===== src/rtl/wb_rr_arbiter.sv =====
// ---------------------------------------------------------------------------
// wb_rr_arbiter
//
// N-master Wishbone B3 arbiter. Several masters share one slave. The arbiter
// grants the bus round-robin and locks it at cycle level: once a master owns
// the bus, it keeps it for as long as its wbm_cyc_i stays high. This covers
// multi-beat bursts and gaps in stb.
//
// Optional feature (compile-time macro WB_RR_ARB_WATCHDOG_EN):
//   This is a stalled-slave watchdog. Suppose the owner holds stb for
//   `timeout` cycles and the slave gives no response. Then the arbiter
//   answers err to the owner for one cycle, and it masks stb to the slave in
//   that same cycle. The owner keeps the bus. When the macro is undefined,
//   `timeout` is only range-checked.
//
// Parameters:
//   num_masters  number of master ports (2..16)
//   aw, dw       address / data width; the select width is dw/8
//   timeout      watchdog limit in cycles (1..65535)
//
// Ports:
//   wb_clk_i, wb_rst_i           clock, synchronous active-high reset
//   wbm_*_i                      packed master request buses; master m uses
//                                slice [m*W +: W]
//   wbm_dat_o                    slave read data, broadcast to every master
//   wbm_ack_o/err_o/rty_o        per-master termination; only the owner
//                                sees non-zero values
//   wbs_*_o                      slave-side request, the owner's slice or
//                                all zero when idle
//   wbs_dat_i/ack_i/err_i/rty_i  slave response
//   grant_o                      one-hot current owner; zero when idle
// ---------------------------------------------------------------------------
module wb_rr_arbiter #(
  parameter int num_masters = 3,
  parameter int aw          = 32,
  parameter int dw          = 32,
  parameter int timeout     = 255
) (
  input  logic                        wb_clk_i,
  input  logic                        wb_rst_i,
  // master side
  input  logic [num_masters*aw-1:0]   wbm_adr_i,
  input  logic [num_masters*dw-1:0]   wbm_dat_i,
  input  logic [num_masters*dw/8-1:0] wbm_sel_i,
  input  logic [num_masters-1:0]      wbm_we_i,
  input  logic [num_masters-1:0]      wbm_cyc_i,
  input  logic [num_masters-1:0]      wbm_stb_i,
  input  logic [num_masters*3-1:0]    wbm_cti_i,
  input  logic [num_masters*2-1:0]    wbm_bte_i,
  output logic [num_masters*dw-1:0]   wbm_dat_o,
  output logic [num_masters-1:0]      wbm_ack_o,
  output logic [num_masters-1:0]      wbm_err_o,
  output logic [num_masters-1:0]      wbm_rty_o,
  // slave side
  output logic [aw-1:0]               wbs_adr_o,
  output logic [dw-1:0]               wbs_dat_o,
  output logic [dw/8-1:0]             wbs_sel_o,
  output logic                        wbs_we_o,
  output logic                        wbs_cyc_o,
  output logic                        wbs_stb_o,
  output logic [2:0]                  wbs_cti_o,
  output logic [1:0]                  wbs_bte_o,
  input  logic [dw-1:0]               wbs_dat_i,
  input  logic                        wbs_ack_i,
  input  logic                        wbs_err_i,
  input  logic                        wbs_rty_i,
  // status
  output logic [num_masters-1:0]      grant_o
);

  localparam int sw    = dw / 8;
  localparam int idx_w = $clog2(num_masters);

  typedef logic [idx_w-1:0] idx_t;
  typedef enum logic {IDLE, OWNED} state_t;

  // Elaboration-time parameter range checks.
  if (num_masters < 2 || num_masters > 16) begin : g_bad_num_masters
    $error("wb_rr_arbiter: num_masters must be in 2..16");
  end
  if (timeout < 1 || timeout > 65535) begin : g_bad_timeout
    $error("wb_rr_arbiter: timeout must be in 1..65535");
  end

  state_t state;
  idx_t   owner;     // current owner; meaningful only in OWNED
  idx_t   last;      // most recent owner; round-robin scan starts after it
  logic   owned;
  logic   arb_en;
  logic   rr_found;
  idx_t   rr_winner;
  idx_t   rr_cand;
  logic   wd_fire;

  assign owned = (state == OWNED);

  // Arbitrate when the bus is free, or when the owner has released cyc.
  // Because of the release case, handover costs no extra cycle.
  assign arb_en = !owned || !wbm_cyc_i[owner];

  // Round-robin scan: last+1, last+2, ..., wrapping. The scan ends at `last`
  // itself, so a lone requester can win the bus back.
  // NOTE: every always_comb output gets a default before any conditional
  // assignment. If a path leaves a variable unassigned, a latch is inferred.
  always_comb begin
    rr_found  = 1'b0;
    rr_winner = '0;
    rr_cand   = '0;
    for (int i = 1; i <= num_masters; i++) begin
      rr_cand = idx_t'((int'(last) + i) % num_masters);
      if (!rr_found && wbm_cyc_i[rr_cand]) begin
        rr_found  = 1'b1;
        rr_winner = rr_cand;
      end
    end
  end

  // NOTE: clocked state is written with non-blocking assignments only. All
  // registers then update together from values sampled before the edge.
  always_ff @(posedge wb_clk_i) begin
    if (wb_rst_i) begin
      state <= IDLE;
      owner <= '0;
      last  <= idx_t'(num_masters - 1);   // master 0 wins first
    end else if (arb_en) begin
      if (rr_found) begin
        state <= OWNED;
        owner <= rr_winner;
        last  <= rr_winner;
      end else begin
        state <= IDLE;
      end
    end
  end

`ifdef WB_RR_ARB_WATCHDOG_EN
  localparam int cnt_w = $clog2(timeout + 1);

  logic [cnt_w-1:0] wd_cnt;

  assign wd_fire = owned && (wd_cnt == cnt_w'(timeout));

  // Counts consecutive stalled strobe cycles of the current owner. The count
  // restarts on any response, an stb gap, a handover or a firing.
  always_ff @(posedge wb_clk_i) begin
    if (wb_rst_i) begin
      wd_cnt <= '0;
    end else if (!owned || arb_en || wd_fire || !wbm_stb_i[owner] ||
                 wbs_ack_i || wbs_err_i || wbs_rty_i) begin
      wd_cnt <= '0;
    end else begin
      wd_cnt <= wd_cnt + 1'b1;
    end
  end
`else
  assign wd_fire = 1'b0;
`endif

  // Slave-side request mux: the owner's slice, or all zero when idle.
  always_comb begin
    wbs_adr_o = '0;
    wbs_dat_o = '0;
    wbs_sel_o = '0;
    wbs_we_o  = 1'b0;
    wbs_cyc_o = 1'b0;
    wbs_stb_o = 1'b0;
    wbs_cti_o = '0;
    wbs_bte_o = '0;
    if (owned) begin
      wbs_adr_o = wbm_adr_i[owner*aw +: aw];
      wbs_dat_o = wbm_dat_i[owner*dw +: dw];
      wbs_sel_o = wbm_sel_i[owner*sw +: sw];
      wbs_we_o  = wbm_we_i[owner];
      wbs_cyc_o = wbm_cyc_i[owner];
      wbs_stb_o = wbm_stb_i[owner] & ~wd_fire;
      wbs_cti_o = wbm_cti_i[owner*3 +: 3];
      wbs_bte_o = wbm_bte_i[owner*2 +: 2];
    end
  end

  // Response routing and grant. Both are combinational, so a slave ack
  // reaches the owner in the same cycle.
  always_comb begin
    wbm_ack_o = '0;
    wbm_err_o = '0;
    wbm_rty_o = '0;
    grant_o   = '0;
    if (owned) begin
      wbm_ack_o[owner] = wbs_ack_i;
      wbm_err_o[owner] = wbs_err_i | wd_fire;
      wbm_rty_o[owner] = wbs_rty_i;
      grant_o[owner]   = 1'b1;
    end
  end

  assign wbm_dat_o = {num_masters{wbs_dat_i}};

endmodule


===== config.mk =====
export PLATFORM = sky130hd
export DESIGN_NAME = wb_rr_arbiter
export DESIGN_NICKNAME = d
export VERILOG_FILES = /design/src/rtl/wb_rr_arbiter.sv
export SDC_FILE = /design/constraint.sdc
export NUM_CORES = 1
export LEC_CHECK = 0
export CAP_MARGIN = 20
export CORE_AREA = 8 8 169 171
export CTS_CLUSTER_SIZE = 30
export DETAILED_ROUTE_END_ITERATION = 8
export DIE_AREA = 0 0 177 179
export GPL_TIMING_DRIVEN = 0
export SLEW_MARGIN = 0
export SYNTH_ARGS = -nofsm -noshare
export SYNTH_HDL_FRONTEND = slang
export SYNTH_SLANG_ARGS = --single-unit

===== constraint.sdc =====
create_clock -name wb_clk_i -period 2.03 [get_ports wb_clk_i]
set_clock_uncertainty 0.1 [all_clocks]
set_input_delay 0.3045 -clock wb_clk_i [delete_from_list [all_inputs] [get_ports wb_clk_i]]
set_output_delay 0.3045 -clock wb_clk_i [all_outputs]
set_load 0.02 [all_outputs]

==> impl_metrics.sql <==
INSERT INTO impl_metrics (metric_group, metric, value, unit) VALUES
('synth', 'synthMostInstantiatedCell', 'buf_4', ''),
('min_path', 'startpoint_of_the_most_critical_hold_path', 'last[1]', ''),
('synth', 'synthesis.area', '3230', 'µm²'),
('clock_network', 'clock_tree.root_cell', 'clkbuf_16', ''),
('die', 'count_of_boundary_i_o_pins', '449', ''),
('clock_network', 'cts.sink_count', '4', ''),
('final_layout', 'finish.cell_count_without_fillers', '1278', ''),
('pwr', 'intPower', '4.32', 'mW'),
('worst_setup_path', 'crit_fanout', '7', ''),
('synth', 'yosys_warnings', '0', ''),
('timing', 'maxSlewViolCount', '0', ''),
('worst_setup_path', 'critical_path.endpoint_type', 'primary output', ''),
('synth', 'synth_cell_type_count', '30', ''),
('final_layout', 'antenna_cells_inserted', '0', ''),
('clock_network', 'h-tree-depth', '1', ''),
('final_layout', 'drive_gt1_frac', '0.364', ''),
('die', 'die_h', '179', 'µm'),
('die', 'initial_utilization', '0.125', ''),
('placement', 'hpwlAfterDp', '19100', 'µm'),
('worst_setup_path', 'worst-setup-path-type', 'flop to primary output', ''),
('worst_setup_path', 'logic_depth_of_the_worst_register_to_register_path', '8', ''),
('clock_network', 'tritoncts_clock_tree', 'done', ''),
('synth', 'syn-instance-count', '495', ''),
('timing', 'tightestPinTransition', '0.659', 'ns'),
('pwr', 'power_per_cell_area', '886', 'nW/µm²'),
('drt', 'drt_pre_antenna_iters', '4', ''),
('drt', 'avgRoutedWirePerCell', '18.4', 'µm'),
('global_routing', 'grt_pass1_vias', '5161', ''),
('final_layout', 'final_cell_area', '8960', 'µm²'),
('worst_setup_path', 'timing.rr.start', 'owner[0]', ''),
('synth', 'synth_flop_cell', 'dfxtp_1', ''),
('timing', 'report.final.setup_viol', '12', ''),
('timing', 'postLayoutSetupSlackWorst', '-0.0435', 'ns'),
('timing', 'period_minus_slack', '2.07', 'ns'),
('run_status', 'run_status', 'finished, violations left', ''),
('clock_network', 'clock_path_buffers', '2', ''),
('min_path', 'holdCritPathClass', 'flop to flop', ''),
('synth', 'syn-num-nets', '763', ''),
('global_routing', 'grt_antenna_before_repair', '0', ''),
('synth', 'synth.area.top_cells', 'mux2i_1, buf_4, and2_1', ''),
('synth', 'async_flop_share', '0', ''),
('global_routing', 'gr-total-overflow', '0', ''),
('clock_network', 'numCtsBuffers', '3', ''),
('pwr', 'p_leak', '3.68', 'nW'),
('worst_setup_path', 'critical_path.startpoint', 'owner[0]', ''),
('worst_setup_path', 'worstPathRequired', '1.63', 'ns'),
('run_status', 'violations', 'setup timing', ''),
('synth', 'syn-mean-instance-area', '6.53', 'µm²'),
('placement', 'dp.cells', '1246', ''),
('worst_setup_path', 'arrival', '1.67', 'ns'),
('drt', 'drcViolationCount', '0', ''),
('placement', 'place.port_buffers', '416', ''),
('pwr', 'power.share.sequential', '0.022', ''),
('synth', 'yosysSeqAreaShare', '0.0248', ''),
('die', 'floorplan.die_area', '31700', 'µm²'),
('global_routing', 'grt.total_usage', '0.128', ''),
('flow_run', 'maxCapViolCount', '0', ''),
('pwr', 'switching_power', '3.62', 'mW'),
('die', 'design.core.area', '25800', 'µm²'),
('synth', 'synth-edff-count', '0', ''),
('placement', 'gp_congestion', '0.778', ''),
('timing', 'grt_setup_unrepaired', 'true', ''),
('drt', 'drt-initial-drc-count', '121', ''),
('worst_setup_path', 'startpoint_type', 'flop', ''),
('global_routing', 'grt_pass1_wl', '31500', 'µm'),
('worst_setup_path', 'endpoint', 'wbs_adr_o[27]', ''),
('pwr', 'clockPowerShare', '0.038', ''),
('synth', 'synth_area_leader_cell', 'mux2i_1', ''),
('worst_setup_path', 'setup.reg_to_reg.worst_slack', '0.03', 'ns'),
('timing', 'slew_headroom', '0.560', ''),
('synth', 'yosys_register_bits', '4', '');
## cells by family (layout without fill, tap and decap cells)
group	count (synthesis)	count (layout)	synth area share
compound gates	96	96	0.162
fa+ha+maj	3	3	0.0116
buf+inv	136	584	0.278
flops	4	4	0.0248
mux	77	77	0.238
simple gates	179	179	0.285
## timing repair
| action | in CTS | in global routing |
|---|---|---|
| buffers inserted | 12 | 9 |
| resized for setup | 500 | 187 |
| gates cloned | 1 | 8 |
| pin swaps | 4 | 32 |
| endpoints found under the setup margin | 92 | 79 |
## flip-flops by register name (all words and copies together) (netlist names)
name and flops:
owner 2, last 1, owned 1
## layer usage
layer / wire, µm / vias to the layer above / share of wire / GRT usage
met5: 0 / - / 0 / 0
met1: 8920 / 2256 / 0.38 / 0.140
li1: - / 2463 / - / -
met2: 12400 / 253 / 0.53 / 0.248
met4: 121 / 0 / 0.0051 / 0.00981
met3: 2120 / 8 / 0.090 / 0.0390
## area by class of cell
type,instances,area (µm²)
Buffer,130,1150
Clock buffer,3,75.1
Fill cell,2715,16800
Inverter,6,27.5
Multi-Input combinational cell,355,2660
Sequential cell,4,87.6
Tap cell,335,419
Timing Repair Buffer,445,4540
## worst max-delay path: stages, from the launching register on
cell and delay, ns:
dfxtp_4 0.36, buf_12 0.15, buf_12 0.13, buf_12 0.13
mux2i_4 0.25, o21ai_1 0.10, and2_1 0.17, buf_6 0.13
## per-stage QoR
| step | power (mW) | worst slack (ns) | utilization | hold slack, ns | TNS [ns] |
|---|---|---|---|---|---|
| floorplan | 3.36 | 0.00726 | - | 0.274 | 0 |
| global placement | 6.00 | -1.09 | 0.304 | 0.438 | -78.91 |
| detailed placement | 6.00 | -1.08 | 0.304 | 0.459 | -77.83 |
| CTS | 6.81 | -0.0935 | 0.316 | 0.497 | -0.940 |
| global route | 8.44 | -0.130 | 0.348 | 0.482 | -3.74 |
| finish | 7.94 | -0.0435 | 0.348 | 0.459 | -0.278 |
## power by group through the flow
| stage | registers (mW) | logic [mW] | clock network [mW] |
|---|---|---|---|
| after floorplan | 0.137 | 3.22 | 0 |
| after global placement | 0.162 | 5.84 | 0 |
| after detailed placement | 0.161 | 5.84 | 0 |
| after CTS | 0.176 | 6.33 | 0.306 |
| after global routing | 0.186 | 7.94 | 0.312 |
| final | 0.177 | 7.46 | 0.303 |
## layout by cell type, fill, tap and decap left out, types with 2 or more instances in the layout
cell	n
mux2i_2	9
and2_4	13
inv_1	5
mux2i_1	61
ha_4	2
and3_1	6
nor2b_4	2
buf_12	13
nor2_1	4
nand3b_1	2
nand2b_1	2
dfxtp_2	3
clkbuf_2	4
nand2_1	40
a21oi_1	5
clkdlybuf4s50_1	325
buf_8	8
o21ai_1	67
buf_2	19
dlygate4sd2_1	2
nand2_4	9
buf_4	125
nand2_2	29
clkbuf_16	12
and2_1	68
clkbuf_1	3
buf_6	63
mux2i_4	7
o21ai_2	14
## worst min-delay path by stage
stage                     endpoint  slack (ns)  depth (start not counted)
after floorplan              owned        0.27                          1
after global placement     last[1]        0.44                          2
after detailed placement   last[1]        0.46                          2
after CTS                  last[1]        0.50                          2
after global routing       last[1]        0.48                          2
final                      last[1]        0.46                          2
(Power assumes the default switching activity.)
